**src/rtl/data_plexer_arb_if.sv**
```systemverilog
// Handshake bundle between the channel sources, the arbitrating plexer and its consumer.
// The master modport belongs to the environment; the slave modport belongs to the plexer.
interface data_plexer_arb_if #(
    parameter int INPUT_WIDTH = 4,
    parameter int SEL         = 2
);
    localparam int N = 1 << SEL;

    logic [INPUT_WIDTH*N-1:0] data_in;
    logic [N-1:0]             in_valid;
    logic [N-1:0]             in_ready;
    logic [1:0]               mode;
    logic [SEL-1:0]           sel_ctrl;
    logic [INPUT_WIDTH-1:0]   data_out;
    logic                     out_valid;
    logic                     out_ready;
    logic [N-1:0]             data_en;
    logic [SEL-1:0]           grant_idx;

    modport master (
        output data_in, in_valid, mode, sel_ctrl, out_ready,
        input  in_ready, data_out, out_valid, data_en, grant_idx
    );

    modport slave (
        input  data_in, in_valid, mode, sel_ctrl, out_ready,
        output in_ready, data_out, out_valid, data_en, grant_idx
    );
endinterface

```
**src/rtl/data_plexer_arb.sv**
```systemverilog
// Registered, handshaked N-way data plexer.
// Arbitration modes: manual select, fixed priority or round-robin. One output word is held at a time.
module data_plexer_arb #(
    parameter int INPUT_WIDTH = 4,
    parameter int SEL         = 2
) (
    input  logic                clk,
    input  logic                rst,
    data_plexer_arb_if.slave    bus
);
    localparam int N = 1 << SEL;

    localparam logic [1:0] MODE_MANUAL = 2'b00;
    localparam logic [1:0] MODE_FIXED  = 2'b01;

    // First requester at or above start, wrapping N-1 -> 0. Offsets wrap naturally in SEL bits.
    function automatic void pick_first(
        input  logic [N-1:0]   req,
        input  logic [SEL-1:0] start,
        output logic           found,
        output logic [SEL-1:0] idx
    );
        logic [SEL-1:0] cand;
        found = 1'b0;
        idx   = '0;
        for (int i = 0; i < N; i++) begin
            cand = start + SEL'(i);
            if (!found && req[cand]) begin
                found = 1'b1;
                idx   = cand;
            end
        end
    endfunction

    function automatic logic [N-1:0] onehot(input logic [SEL-1:0] idx);
        logic [N-1:0] v;
        v      = '0;
        v[idx] = 1'b1;
        return v;
    endfunction

    logic [INPUT_WIDTH-1:0] data_p0;
    logic [N-1:0]           en_p0;
    logic [SEL-1:0]         gidx_p0;
    logic                   vld_p0;
    logic [SEL-1:0]         rr_ptr;

    logic                   load_en;
    logic                   gnt_found;
    logic [SEL-1:0]         gnt;
    logic                   xfer;
    logic [INPUT_WIDTH-1:0] gnt_word;

    always_comb begin
        gnt_found = 1'b0;
        gnt       = '0;
        unique case (bus.mode)
            MODE_MANUAL: begin
                gnt_found = bus.in_valid[bus.sel_ctrl];
                gnt       = bus.sel_ctrl;
            end
            MODE_FIXED:  pick_first(bus.in_valid, '0, gnt_found, gnt);
            default:     pick_first(bus.in_valid, rr_ptr, gnt_found, gnt);
        endcase
    end

    // Accept only when the holding register is empty or draining this cycle.
    assign load_en  = !vld_p0 || bus.out_ready;
    assign xfer     = load_en && gnt_found && !rst;
    assign gnt_word = bus.data_in[gnt*INPUT_WIDTH +: INPUT_WIDTH];

    always_comb begin
        bus.in_ready = '0;
        if (xfer) begin
            bus.in_ready = onehot(gnt);
        end
    end

    // ---- stage p0: output holding register ----
    always_ff @(posedge clk or posedge rst) begin
        if (rst) begin
            vld_p0  <= 1'b0;
            en_p0   <= '0;
            data_p0 <= '0;
            gidx_p0 <= '0;
        end else if (xfer) begin
            vld_p0  <= 1'b1;
            en_p0   <= onehot(gnt);
            data_p0 <= gnt_word;
            gidx_p0 <= gnt;
        end else if (vld_p0 && bus.out_ready) begin
            vld_p0  <= 1'b0;
            en_p0   <= '0;
        end
    end

    // Pointer advances only on round-robin transfers, so it survives visits to other modes.
    always_ff @(posedge clk or posedge rst) begin
        if (rst) begin
            rr_ptr <= '0;
        end else if (xfer && bus.mode[1]) begin
            rr_ptr <= gnt + SEL'(1);
        end
    end

    assign bus.data_out  = data_p0;
    assign bus.out_valid = vld_p0;
    assign bus.data_en   = en_p0;
    assign bus.grant_idx = gidx_p0;
endmodule
```
**src/flat_wrapper.sv**
```systemverilog
// flat-port wrapper written by rule: the top's interface ports become plain ports
module data_plexer_arb_flat 
#(
    parameter int INPUT_WIDTH = 4,
    parameter int SEL         = 2
)
  (clk, rst, bus_data_in, bus_in_valid, bus_mode, bus_sel_ctrl, bus_out_ready, bus_in_ready, bus_data_out, bus_out_valid, bus_data_en, bus_grant_idx);
  data_plexer_arb_if #(.INPUT_WIDTH(INPUT_WIDTH), .SEL(SEL)) bus_i ();
  input  logic clk;
  input  logic rst;
  input wire logic [$bits(bus_i.data_in)-1:0] bus_data_in;
  input wire logic [$bits(bus_i.in_valid)-1:0] bus_in_valid;
  input wire logic [$bits(bus_i.mode)-1:0] bus_mode;
  input wire logic [$bits(bus_i.sel_ctrl)-1:0] bus_sel_ctrl;
  input wire logic [$bits(bus_i.out_ready)-1:0] bus_out_ready;
  output wire logic [$bits(bus_i.in_ready)-1:0] bus_in_ready;
  output wire logic [$bits(bus_i.data_out)-1:0] bus_data_out;
  output wire logic [$bits(bus_i.out_valid)-1:0] bus_out_valid;
  output wire logic [$bits(bus_i.data_en)-1:0] bus_data_en;
  output wire logic [$bits(bus_i.grant_idx)-1:0] bus_grant_idx;
  assign bus_i.data_in = bus_data_in;
  assign bus_i.in_valid = bus_in_valid;
  assign bus_i.mode = bus_mode;
  assign bus_i.sel_ctrl = bus_sel_ctrl;
  assign bus_i.out_ready = bus_out_ready;
  assign bus_in_ready = bus_i.in_ready;
  assign bus_data_out = bus_i.data_out;
  assign bus_out_valid = bus_i.out_valid;
  assign bus_data_en = bus_i.data_en;
  assign bus_grant_idx = bus_i.grant_idx;
  data_plexer_arb #(.INPUT_WIDTH(INPUT_WIDTH), .SEL(SEL)) u_core (.clk(clk), .rst(rst), .bus(bus_i));
endmodule
```
**config.mk**
```make
export PLATFORM = sky130hd
export DESIGN_NAME = data_plexer_arb_flat
export DESIGN_NICKNAME = d
export VERILOG_FILES = /design/src/rtl/data_plexer_arb_if.sv /design/src/rtl/data_plexer_arb.sv /design/src/flat_wrapper.sv
export SDC_FILE = /design/constraint.sdc
export NUM_CORES = 1
export LEC_CHECK = 0
export CORE_MARGIN = 2
export CORE_UTILIZATION = 49
export CTS_BUF_LIST = sky130_fd_sc_hd__clkbuf_4 sky130_fd_sc_hd__clkbuf_8
export DETAILED_ROUTE_END_ITERATION = 10
export PLACE_DENSITY = 0.88
export SETUP_SLACK_MARGIN = 0.4
export SLEW_MARGIN = 15
export SYNTH_ARGS = -nofsm -noshare
export SYNTH_HDL_FRONTEND = slang
export SYNTH_SLANG_ARGS = --single-unit
```
**constraint.sdc**
```tcl
create_clock -name clk -period 3 [get_ports clk]
set_input_delay 0.45 -clock clk [delete_from_list [all_inputs] [get_ports clk]]
set_output_delay 0.45 -clock clk [all_outputs]
set_load 0.02 [all_outputs]
```
== After elaboration in Yosys (flattened, before gate mapping) ==
Cells that the tools add are included.
Cells by class
  $lt $le $gt $ge: 7
  shift-type cells: 1
  add/sub/neg operators: 4
  mux-type cells: 40
  reduce and logical (&&, ||, !) cells: 23
  equal/unequal tests: 1
Operators by type and width (number)
  two-way mux 1 bit: 23
  < comparator 2 x 3 -> 1 bit (second input constant): 6
  indexed part select 16 x 5 -> 4 bit: 1
  two-way mux 2 bit: 6
  two-way mux 4 bit: 3
  logical AND 1 bit: 11
  binary-select mux 1 bit (select 2 bit): 5
  zero test 1 bit: 8
  adder 2 x 1 -> 2 bit (second input constant): 2
  adder 2 bit (second input constant): 2
  one-hot mux 2 bit (2 select lines): 1
  demux 1 bit (select 2 bit): 1
  equality test 2 x 1 -> 1 bit (second input constant): 1
  greater-or-equal comparator 2 x 1 -> 1 bit (second input constant): 1
  zero test 2 bit: 1
  one-hot mux 1 bit (2 select lines): 1
  nonzero test 2 bit: 1
  OR reduction 2 bit: 1
  logical OR 1 bit: 1
Word-level totals
  word-level logic and storage cells: 81
  register bits: 13
  input port bits: 27
  output and inout bits: 15

== Longest topological paths before layout ==
Gate-level depths: netlist of the first run.
  depth in word-level cells: 21
  gate-level depth with buffers: 8
  mapped depth without buffers: 6

== Least setup slack after synthesis of the first run ==
No wires, ideal clock.
  kind: reg-to-output
  start point: register u_core.rr_ptr[1]
  end point: output bus_in_ready[0]
  path buffers: 1
  arrival time: 1814 ps
  slack: 736 ps
  stages on the path, launching flop included: 8
  data required time: 2550 ps
  cells stage by stage: dfrtp_1 > buf_6 > nand2b_1 > a32oi_1 > o21ai_1 > a211o_4 > or2_4 > nor2_1
Between the ends
  cells in the longest elaborated chain, start to end: 21
  elaborated cells on any way between the ends: 38
  those cells by class: add/sub (3); order compare (2); mux (24); reduce/logical (9)
Ends and longest elaborated chain
  start: declaration: RTL line data_plexer_arb.sv:46  | logic [SEL-1:0] rr_ptr;
  start signal: assignment: RTL line data_plexer_arb.sv:102  | rr_ptr <= gnt + SEL'(1);
  binary-select mux 1 bit (select 2 bit): RTL line data_plexer_arb.sv:28  | if (!found && req[cand]) begin
  two-way mux 1 bit (not written as such): RTL line data_plexer_arb.sv:28
  two-way mux 1 bit: RTL line data_plexer_arb.sv:28
  two-way mux 1 bit: RTL line data_plexer_arb.sv:57  | unique case (bus.mode)
  zero test 1 bit: RTL line data_plexer_arb.sv:28
  logical AND 1 bit: RTL line data_plexer_arb.sv:28
  two-way mux 1 bit: RTL line data_plexer_arb.sv:28
  two-way mux 1 bit: RTL line data_plexer_arb.sv:57
  [... 5 more ...]
  logical AND 1 bit: RTL line data_plexer_arb.sv:28
  two-way mux 2 bit: RTL line data_plexer_arb.sv:28
  one-hot mux 2 bit (2 select lines): RTL line data_plexer_arb.sv:57
  < comparator 2 x 3 -> 1 bit (not written as such) or greater-or-equal comparator 2 x 1 -> 1 bit (tied branches): RTL line data_plexer_arb.sv:38  | v[idx] = 1'b1;
  logical AND 1 bit (not written as such): RTL line data_plexer_arb.sv:38
  two-way mux 1 bit (not written as such): RTL line data_plexer_arb.sv:38
  demux 1 bit (select 2 bit)
  two-way mux 4 bit *: RTL line data_plexer_arb.sv:74  | if (xfer) begin
  end: declaration: RTL line flat_wrapper.sv:16  | output wire logic [$bits(bus_i.in_ready)-1:0] bus_in_ready;
Mark *: on every way between the ends. The rest lies on a longest branch, timed or not. The select of a mux whose other input is x is not followed.

== Worst setup path in the final report of the first run ==
  start point: input bus_in_valid[1]
  end point: output bus_in_ready[1]
Between the ends
  cells in the longest elaborated chain, start to end: 21
  elaborated cells on any way between the ends: 50
  those cells by class: order compare (2); mux (34); reduce/logical (14)
Ends and longest elaborated chain
  start: declaration: RTL line flat_wrapper.sv:12  | input wire logic [$bits(bus_i.in_valid)-1:0] bus_in_valid;
  binary-select mux 1 bit (select 2 bit): RTL line data_plexer_arb.sv:28
  two-way mux 1 bit (not written as such): RTL line data_plexer_arb.sv:28
  two-way mux 1 bit: RTL line data_plexer_arb.sv:28
  two-way mux 1 bit: RTL line data_plexer_arb.sv:57
  zero test 1 bit: RTL line data_plexer_arb.sv:28
  logical AND 1 bit: RTL line data_plexer_arb.sv:28
  two-way mux 1 bit: RTL line data_plexer_arb.sv:28
  two-way mux 1 bit: RTL line data_plexer_arb.sv:57
  [... 5 more ...]
  logical AND 1 bit: RTL line data_plexer_arb.sv:28
  two-way mux 2 bit: RTL line data_plexer_arb.sv:28
  one-hot mux 2 bit (2 select lines): RTL line data_plexer_arb.sv:57
  < comparator 2 x 3 -> 1 bit (not written as such) or greater-or-equal comparator 2 x 1 -> 1 bit (tied branches): RTL line data_plexer_arb.sv:38
  logical AND 1 bit (not written as such): RTL line data_plexer_arb.sv:38
  two-way mux 1 bit (not written as such): RTL line data_plexer_arb.sv:38
  demux 1 bit (select 2 bit)
  two-way mux 4 bit *: RTL line data_plexer_arb.sv:74
Marks and branches as above.

==> flow_metrics.py, run 1 <==
metrics = {
    "grt": {
        "first_global_vias": 1189,
        "grt_max_degree": 14,
        "grt_usage_pct": 27.2,
        "grt_remaining_overflow": 0,
        "grt_antenna_before_repair": 0,
        "first_pass_grt_wire_length_um": 5310,
    },
    "synthesis": {
        "postSynth.asyncResetShare_pct": 100,
        "synth_top_family_by_area": "compound AO/OA/AOI/OAI gates",
        "synth_sequential_area_ratio_pct": 29.5,
        "yosys_warnings": 0,
        "synth_simple_gate_area_share_pct": 25.7,
        "mappedNetlistArea_um2": 1100,
        "ys_seq_elements": 13,
        "synth_compound_area_share_pct": 28.2,
        "yosys-mux-area-fraction_pct": 4.88,
        "post_synth_inst_count": 112,
        "synthXorXnorAreaFrac_pct": 0.794,
        "fraction_of_the_mapped_netlist_area_in_adder_cells_pct": 0,
        "count_of_flip_flops_with_a_built_in_enable_after_synthesis": 0,
        "synth_area_per_cell_um2": 9.85,
        "postSynthNetCount": 139,
        "synth_top_flop_cell": "dfrtp_1",
        "synthDistinctLibCells": 47,
    },
    "routing": {
        "postRouteAntennaNets": 0,
        "routed_vias": 1161,
        "detail_route.iter0.violations": 35,
        "route.detailed.wl_per_inst_um": 16.1,
        "totalWireLength_um": 3210,
        "pre_antenna_drt_iters": 4,
        "vias_per_cell": 5.83,
        "detail_route.drc_violations": 0,
    },
    "setup_path": {
        "r2r_slack_ps": 950,
        "cp_data_required_time_ps": 2550,
        "cells_along_the_critical_path": "dlygate4sd2_1, and4bb_1, o311ai_2, nand3_2, nor3b_2, clkdlybuf4s15_2",
        "critPathSlowestCell": "dlygate4sd2_1",
        "data_arrival_time_at_the_worst_slack_endpoint_ps": 2150,
        "critPathKind": "in2out",
        "timing.rr.start": "u_core.rr_ptr[1]$_DFFE_PP0P_",
        "startpoint_type_of_the_worst_setup_path": "input pin",
        "critical_path.max_fanout": 8,
        "cpPeakStageDelay_ps": 370,
        "worst_r2r_endpoint": "u_core.bus.data_out[1]$_DFFE_PP0P_",
        "r2r_cells": 9,
        "critPathCaptureType": "primary output",
    },
    "final_layout": {
        "stdcell_count": 199,
        "register_area_um2": 328,
        "antenna-diode-count": 0,
        "share_of_layout_cells_above_drive_strength_1_pct": 39.2,
        "syn_to_final_growth_pct": 51.2,
        "mostFrequentLayoutCell": "clkdlybuf4s50_1",
        "multi_input_area_um2": 697,
        "most_frequent_cells_in_the_layout": "32 x clkdlybuf4s50_1, 24 x buf_4, 11 x nand2_1, 11 x dfrtp_1, 8 x a221oi_1",
        "num-fill-cells": 173,
        "fin_nets": 199,
        "design_area_um2": 1670,
    },
    "sta": {
        "hold_slack_ps": 483,
        "final-setup-viol-count": 0,
        "slew_headroom_pct": 77.9,
        "final.setup.worst_slack_ps": 400,
        "timing_hold_violations_final": 0,
        "min_period_over_period_pct": 86.7,
        "grt_setup_unrepaired": "yes",
        "final_max_slew_viol_count": 0,
        "maxClockFrequency_mhz": 385,
        "finalWorstPathRequiredPeriod_ps": 2600,
        "tightestPinTransition_ps": 330,
        "finalClockSkew_ps": 1.43,
    },
    "outcome": {
        "run_status": "complete, no violations",
    },
    "power_and_ir_drop": {
        "power.total_uw": 962,
        "cellPowerDensity_nw_per_um2": 576,
        "static-leakage-power_nw": 0.694,
        "vdd.ir_drop.worst_uv": 493,
    },
    "placement": {
        "place_worst_setup_slack_ps": -285,
        "number_of_i_o_port_buffers": 41,
        "placedCellCount": 192,
        "hpwlAfterDp_um": 2480,
        "finalWeightedCongestion": 0.825,
        "postPlaceCellArea_um2": 1600,
    },
    "clock_network": {
        "tritoncts.num_buffers": 3,
        "htree_levels": 1,
        "max-clock-path-buffers": 2,
        "clk-insertion-delay-late_ps": 280,
        "ctsRootBufferMaster": "clkbuf_4",
        "quantity_of_hold_fixing_buffers_added_after_cts": 0,
        "cts_tree": "built",
        "clock_pin_slew_of_the_registers_on_the_worst_case_setup_and_hold_paths_ps": 90,
        "numClockSinks": 13,
    },
    "run": {
        "max-cap-violations": 0,
    },
    "floorplan": {
        "fp.coreArea_um2": 2170,
        "initial_core_utilization_pct": 50.9,
        "floorplan.rows": 17,
        "die_x_um": 51.5,
        "boundaryPins": 42,
        "chipHeight_um": 51.5,
        "dieArea_um2": 2650,
    },
    "worst_hold_path": {
        "worst_hold_path_type": "in2async",
    },
}
-- cells in the mapped netlist (2+ instances only) --
master,count,area (um^2)
a221oi_1,8,70.1
and2_2,7,52.6
buf_6,6,67.6
dfrtp_1,13,325
inv_1,4,15.0
mux2i_1,2,20.0
nand2_1,11,41.3
nand2b_1,2,12.5
nand3_1,3,15.0
nand3b_1,2,15.0
nor2_1,5,18.8
nor2_2,2,12.5
nor3_1,3,15.0
o21ai_0,5,25.0
o21ai_1,2,10.0
o21ai_2,2,17.5
o31ai_1,5,37.5
-- final cells by class --
class                      count  share of cell area [%]
sequential                    13                    19.6
clock buffer                   4                    1.80
multi-input combinational     85                    41.8
tap                           28                    2.10
inverter                       5                    1.12
timing repair buffer          64                    33.6
-- where the power goes --
part / internal, mW / switching [mW]
clock network: 0.0607 / 0.0647
registers: 0.233 / 0.0447
logic: 0.281 / 0.279
total: 0.574 / 0.388
-- metal layers --
layer	share of wire, %	wire, um	GRT usage (%)	vias to the layer above
met5	0	0	0	-
met4	3.2	102	10.5	0
met3	5.7	184	6.73	10
met2	52	1670	47.4	52
met1	39	1250	31.7	566
li1	-	-	-	533
-- kinds of logic after synthesis --
logic type / after synthesis
AOI/OAI and AO/OA: 34
xor gates and xnor gates: 1
buffers and inverters: 14
DFF: 13
muxes: 4
and+or+nand+nor: 46
-- metrics by stage --
| stage | TNS (ps) | utilization, % |
|---|---|---|
| 2_1_floorplan | 0 | - |
| 3_3_place_gp | -771 | 73.6 |
| 3_5_place_dp | -961 | 73.6 |
| 4_1_cts | 0 | 75.6 |
| 5_1_grt | 0 | 76.9 |
| 6_report | 0 | 76.9 |
-- worst max-delay path, delay by kind of cell --
family	cells	cell delay (ps)
AOI/OAI and AO/OA	1	350
buffers and inverters	2	660
and+or+nand+nor	3	690
-- flip-flops by register name, indices dropped and copies added, names as in the netlist --
register,flops
u_core.bus.data_en,4
u_core.bus.data_out,4
u_core.bus.grant_idx,2
u_core.rr_ptr,2
u_core.bus.out_valid,1
-- repair_timing --
action | CTS | global route
cloned | 0 | 0
gates resized for setup | 28 | 11
setup endpoints to repair | 4 | 4
setup buffers | 1 | 2
pin swaps | 1 | 1
-- worst max path at each step --
stage / slack (ps) / end / start
floorplan: 740 / bus_in_ready[0] / u_core.rr_ptr[1]$_DFFE_PP0P_
global placement: -220 / bus_in_ready[2] / bus_in_valid[0]
detailed placement: -290 / bus_in_ready[2] / bus_in_valid[0]
CTS: 400 / bus_in_ready[1] / bus_in_valid[3]
global route: 320 / bus_in_ready[1] / bus_in_valid[1]
finish: 400 / bus_in_ready[1] / bus_in_valid[1]
No activity file was read; power rests on OpenSTA's default activity.
==> inputs of run 2 (changes only) <==
Settings changed: CORE_UTILIZATION 49 to 45, PLACE_DENSITY 0.88 to 0.82, SETUP_SLACK_MARGIN 0.4 to 0.15.
Clock period 3 ns to 2.8 ns, I/O delays scaled along.
==> flow_metrics.py, run 2 (synthesis results as in run 1) <==
metrics = {
    "setup_path": {
        "critPathKind": "in2out",
        "critPathCaptureType": "primary output",
        "r2r_cells": 8,
        "worst_r2r_endpoint": "u_core.bus.data_out[0]$_DFFE_PP0P_",
        "cpPeakStageDelay_ps": 440,
        "worstPathBufferInverterCount": 3,
        "crit_top_cell": "buf_4",
        "r2r_slack_ps": 730,
        "worst_path_dominant_cell_family": "buffers and inverters",
        "data_arrival_time_at_the_worst_slack_endpoint_ps": 2160,
        "timing.rr.start": "u_core.rr_ptr[1]$_DFFE_PP0P_",
        "critical_path.max_fanout": 3,
        "critPathSlowestCell": "clkdlybuf4s50_1",
        "cells_along_the_critical_path": "clkdlybuf4s50_1, mux4_2, nor3_4, a211o_4, buf_4, nor3b_2, buf_4",
        "cp_data_required_time_ps": 2380,
        "startpoint_type_of_the_worst_setup_path": "input pin",
    },
    "clock_network": {
        "tritoncts.num_buffers": 3,
        "max-clock-path-buffers": 2,
        "clock_pin_slew_of_the_registers_on_the_worst_case_setup_and_hold_paths_ps": 80,
        "clk-insertion-delay-late_ps": 280,
        "quantity_of_hold_fixing_buffers_added_after_cts": 0,
        "numClockSinks": 13,
        "ctsRootBufferMaster": "clkbuf_4",
        "htree_levels": 1,
        "cts_tree": "built",
    },
    "placement": {
        "postPlaceCellArea_um2": 1620,
        "finalWeightedCongestion": 0.765,
        "hpwlAfterDp_um": 2520,
        "place_worst_setup_slack_ps": -434,
        "number_of_i_o_port_buffers": 41,
    },
    "final_layout": {
        "mostFrequentLayoutCell": "clkdlybuf4s50_1",
        "share_of_layout_cells_above_drive_strength_1_pct": 35.3,
        "fin_nets": 201,
        "most_frequent_cells_in_the_layout": "33 x clkdlybuf4s50_1, 25 x buf_4, 11 x nand2_1, 11 x dfrtp_1, 8 x a221oi_1",
        "antenna-diode-count": 0,
        "syn_to_final_growth_pct": 49.7,
        "design_area_um2": 1650,
    },
    "sta": {
        "final-setup-viol-count": 0,
        "grt_setup_unrepaired": "no",
        "timing_hold_violations_final": 0,
        "finalClockSkew_ps": 4.33,
        "tightestPinTransition_ps": 338,
        "finalWorstPathRequiredPeriod_ps": 2580,
        "min_period_over_period_pct": 92.0,
        "slew_headroom_pct": 77.2,
        "final.setup.worst_slack_ps": 224,
        "final_max_slew_viol_count": 0,
        "maxClockFrequency_mhz": 388,
    },
    "power_and_ir_drop": {
        "cell_internal_pwr_uw": 593,
        "vdd.ir_drop.worst_uv": 667,
        "pwr-share-comb_pct": 58.4,
        "share_seq_of_total_power_pct": 29.9,
        "static-leakage-power_nw": 0.699,
        "switchingPower_uw": 402,
        "cellPowerDensity_nw_per_um2": 602,
        "sw_frac_of_total_pct": 40.4,
        "pwr-share-clk_pct": 11.8,
    },
    "floorplan": {
        "die_x_um": 53.5,
        "fp.coreArea_um2": 2280,
        "boundaryPins": 42,
        "chipHeight_um": 53.5,
        "floorplan.rows": 17,
        "initial_core_utilization_pct": 48.5,
        "dieArea_um2": 2860,
    },
    "routing": {
        "detail_route.iter0.violations": 29,
        "route.detailed.wl_per_inst_um": 15.4,
        "pre_antenna_drt_iters": 4,
        "postRouteAntennaNets": 0,
        "detail_route.drc_violations": 0,
        "routed_vias": 1160,
        "vias_per_cell": 5.77,
        "totalWireLength_um": 3100,
    },
    "worst_hold_path": {
        "worst_hold_path_type": "in2async",
    },
    "grt": {
        "first_pass_grt_wire_length_um": 4850,
        "grt_util_met2_pct": 44.4,
        "grt_remaining_overflow": 0,
        "grtUsageMet3_pct": 5.37,
        "first_global_vias": 1130,
        "grt_usage_pct": 23.7,
        "top_usage_layer": "met2",
        "met1_track_demand_over_resource_in_global_routing_pct": 25.2,
        "grt_max_degree": 15,
        "grt_antenna_before_repair": 0,
    },
    "outcome": {
        "run_status": "complete, no violations",
    },
    "run": {
        "max-cap-violations": 0,
    },
}
## run 2: worst max path at each step
stage | startpoint | endpoint | slack, ps | cells after the start
2_1_floorplan | u_core.rr_ptr[1]$_DFFE_PP0P_ | bus_in_ready[0] | 570 | 7
3_3_place_gp | bus_in_valid[0] | bus_in_ready[0] | -340 | 8
3_5_place_dp | bus_in_valid[0] | bus_in_ready[1] | -430 | 8
4_1_cts | bus_sel_ctrl[0] | bus_in_ready[0] | 150 | 7
5_1_grt | bus_sel_ctrl[0] | bus_in_ready[1] | 150 | 7
6_report | bus_sel_ctrl[0] | bus_in_ready[1] | 220 | 7
## run 2: per-stage QoR
step | setup TNS, ps | total power [mW] | instances | hold WS [ps] | utilization, %
3_5_place_dp | -1540 | 0.857 | 195 | 485 | 71.2
6_report | 0 | 0.994 | 201 | 466 | 72.6
4_1_cts | 0 | 0.974 | 199 | 466 | 72.6
2_1_floorplan | 0 | 0.644 | 112 | 305 | -
3_3_place_gp | -1260 | 0.837 | 195 | 468 | 71.2
5_1_grt | 0 | 1.05 | 201 | 513 | 72.6
## run 2: timing repair
item,in CTS,in global routing
gates resized for setup,18,7
buffers inserted,0,2
setup endpoints to repair,4,4
pin swaps,1,0
cloned,0,0
## run 2: power groups by stage
stage | logic [mW] | registers (mW) | clock network (mW)
2_1_floorplan | 0.306 | 0.338 | 0
3_3_place_gp | 0.537 | 0.300 | 0
3_5_place_dp | 0.552 | 0.304 | 0
4_1_cts | 0.552 | 0.302 | 0.120
5_1_grt | 0.616 | 0.303 | 0.129
6_report | 0.581 | 0.297 | 0.117
## run 2: layout make-up
class | count | area [um^2]
multi-input cells | 85 | 669
fillers | 165 | 624
repair buffers | 66 | 573
flip-flops and latches | 13 | 328
well taps | 28 | 35.0
clock buffers | 3 | 22.5
inverters | 5 | 18.8
clock inverters | 1 | 5.00
## run 2: worst min-delay path, stage by stage
cell and delay, ps:
clkdlybuf4s50_1 410, inv_1 70, buf_4 210
## run 2: routing by layer
layer	up-vias	wire, um
met5	-	0
met4	0	69
met3	8	168
met2	47	1630
met1	565	1230
li1	540	-
==> inputs of run 3 (changes only) <==
Settings changed: CORE_UTILIZATION 45 to 41, PLACE_DENSITY 0.82 to 0.78.
Clock period 2.8 ns to 2.2 ns, I/O delays scaled along.
==> flow_metrics.py, run 3 (synthesis results as in run 1) <==
metrics = {
    "setup_path": {
        "worst_r2r_endpoint": "u_core.bus.data_out[2]$_DFFE_PP0P_",
        "r2r_slack_ps": 210,
        "timing.rr.start": "u_core.rr_ptr[1]$_DFFE_PP0P_",
        "data_arrival_time_at_the_worst_slack_endpoint_ps": 2010,
        "critical_path.endpoint": "bus_in_ready[0]",
        "critical_path.max_fanout": 6,
        "critPathKind": "reg2out",
        "critPathSlowestCell": "dfrtp_2",
        "startpoint_type_of_the_worst_setup_path": "flip-flop",
        "worst_path_dominant_cell_family": "compound AO/OA/AOI/OAI gates",
        "cp_data_required_time_ps": 1870,
        "critPathCaptureType": "primary output",
        "worst-path-stages": 7,
        "worstPathBufferInverterCount": 1,
        "timing.critical_path.from": "u_core.rr_ptr[1]$_DFFE_PP0P_",
        "r2r_cells": 8,
        "cpPeakStageDelay_ps": 450,
        "cells_along_the_critical_path": "nand2b_4, a32oi_1, o21ai_1, a211o_4, or2_4, nor2_4, buf_6",
    },
    "power_and_ir_drop": {
        "vdd.ir_drop.worst_uv": 731,
        "cellPowerDensity_nw_per_um2": 760,
        "static-leakage-power_nw": 0.761,
    },
    "routing": {
        "pre_antenna_drt_iters": 4,
        "detail_route.iter0.violations": 20,
        "totalWireLength_um": 3110,
        "detail_route.drc_violations": 0,
        "routed_vias": 1149,
        "route.detailed.wl_per_inst_um": 14.8,
        "vias_per_cell": 5.47,
        "postRouteAntennaNets": 0,
    },
    "grt": {
        "grt_antenna_before_repair": 0,
        "grt_remaining_overflow": 0,
        "first_global_vias": 1219,
        "grt_max_degree": 14,
        "grt_usage_pct": 20.4,
        "first_pass_grt_wire_length_um": 5240,
    },
    "floorplan": {
        "initial_core_utilization_pct": 43.7,
        "chipHeight_um": 55.9,
        "floorplan.rows": 18,
        "dieArea_um2": 3120,
        "die_x_um": 55.9,
        "boundaryPins": 42,
        "fp.coreArea_um2": 2520,
    },
    "final_layout": {
        "register_area_um2": 327,
        "syn_to_final_growth_pct": 63.0,
        "num-fill-cells": 192,
        "most_frequent_cells_in_the_layout": "32 x clkdlybuf4s50_1, 32 x buf_4, 12 x dfrtp_1",
        "share_of_layout_cells_above_drive_strength_1_pct": 43.9,
        "antenna-diode-count": 0,
        "multi_input_area_um2": 741,
        "fin_nets": 208,
        "design_area_um2": 1800,
    },
    "sta": {
        "final_max_slew_viol_count": 0,
        "hold_slack_ps": 371,
        "slew_headroom_pct": 79.0,
        "grt_setup_unrepaired": "yes",
        "maxClockFrequency_mhz": 427,
        "finalClockSkew_ps": 5.71,
        "final-setup-viol-count": 4,
        "final.setup.worst_slack_ps": -144,
        "tightestPinTransition_ps": 315,
        "finalWorstPathRequiredPeriod_ps": 2340,
        "timing_hold_violations_final": 0,
        "min_period_over_period_pct": 107,
    },
    "placement": {
        "finalWeightedCongestion": 0.813,
        "postPlaceCellArea_um2": 1700,
        "number_of_i_o_port_buffers": 41,
        "hpwlAfterDp_um": 2480,
    },
    "clock_network": {
        "max-clock-path-buffers": 2,
        "tritoncts.num_buffers": 3,
        "cts_tree": "built",
        "quantity_of_hold_fixing_buffers_added_after_cts": 0,
        "numClockSinks": 13,
        "post-cts-setup-buffer-count": 0,
        "clock_pin_slew_of_the_registers_on_the_worst_case_setup_and_hold_paths_ps": 80,
        "htree_levels": 1,
        "ctsRootBufferMaster": "clkbuf_4",
        "clk-insertion-delay-late_ps": 270,
    },
    "outcome": {
        "run_status": "finished, violations left",
        "violations": "setup timing",
    },
    "worst_hold_path": {
        "worst_hold_path_type": "in2async",
    },
    "run": {
        "max-cap-violations": 0,
    },
}
## run 3: cell types whose count changed in the layout (fill, tap and decap cells not counted), sizes merged
cell / before / now
clkdlybuf4s15: 0 / 1
clkdlybuf4s50: 33 / 32
buf: 27 / 36
clkbuf: 5 / 4
clkinv: 1 / 0
## run 3: layout make-up
class                           count  area share, %
Tap cell                           30           2.09
Multi-Input combinational cell     85           41.2
Clock buffer                        4           1.67
Sequential cell                    13           18.2
Timing Repair Buffer               73           35.9
Inverter                            5           1.04
## run 3: power by group
group          internal (mW)  switching [mW]  leakage (nW)
registers              0.316          0.0631         0.162
clock network         0.0825          0.0784        0.0184
logic                  0.434           0.394         0.581
## run 3: how the worst min path moves through the flow
stage / from / to / slack (ps) / cells past startpoint
after floorplan: rst / u_core.bus.data_en[0]$_DFFE_PP0P_ / 220 / 1
after global placement: u_core.bus.grant_idx[1]$_DFFE_PP0P_ / u_core.bus.grant_idx[1]$_DFFE_PP0P_ / 470 / 2
after detailed placement: u_core.bus.grant_idx[1]$_DFFE_PP0P_ / u_core.bus.grant_idx[1]$_DFFE_PP0P_ / 480 / 2
after CTS: rst / u_core.bus.grant_idx[0]$_DFFE_PP0P_ / 380 / 3
after global routing: rst / u_core.bus.out_valid$_DFFE_PP0P_ / 390 / 3
final: rst / u_core.bus.out_valid$_DFFE_PP0P_ / 370 / 3
## run 3: what timing repair did
action                     CTS  global route
gates resized for setup     35             9
setup endpoints to repair   14             9
pin swaps                    5             4
## run 3: worst register-to-register path: stages (launching register included)
cell	delay, ps
dfrtp_2	450
buf_4	160
and4bb_2	230
o21ai_2	120
o311ai_2	140
and3_1	230
buf_4	180
a221oi_1	240
o31ai_1	120
## run 3: metal layers
layer,vias to the layer above,track usage (%),routed length (um)
met5,-,0,0
met4,0,3.74,49
met3,8,3.26,130
met2,35,39.5,1630
met1,551,23.7,1310
li1,555,-,-
## run 3: stage by stage
| stage | std cells | setup slack, ps | util (%) | TNS, ps | power (mW) |
|---|---|---|---|---|---|
| final | 210 | -144 | 71.3 | -455 | 1.37 |
| after global routing | 210 | -243 | 71.3 | -891 | 1.45 |
| after CTS | 210 | -130 | 69.6 | -487 | 1.34 |
| after detailed placement | 206 | -844 | 67.2 | -6430 | 1.15 |
| after global placement | 206 | -784 | 67.2 | -4730 | 1.13 |
| after floorplan | 112 | 139 | - | 0 | 0.823 |
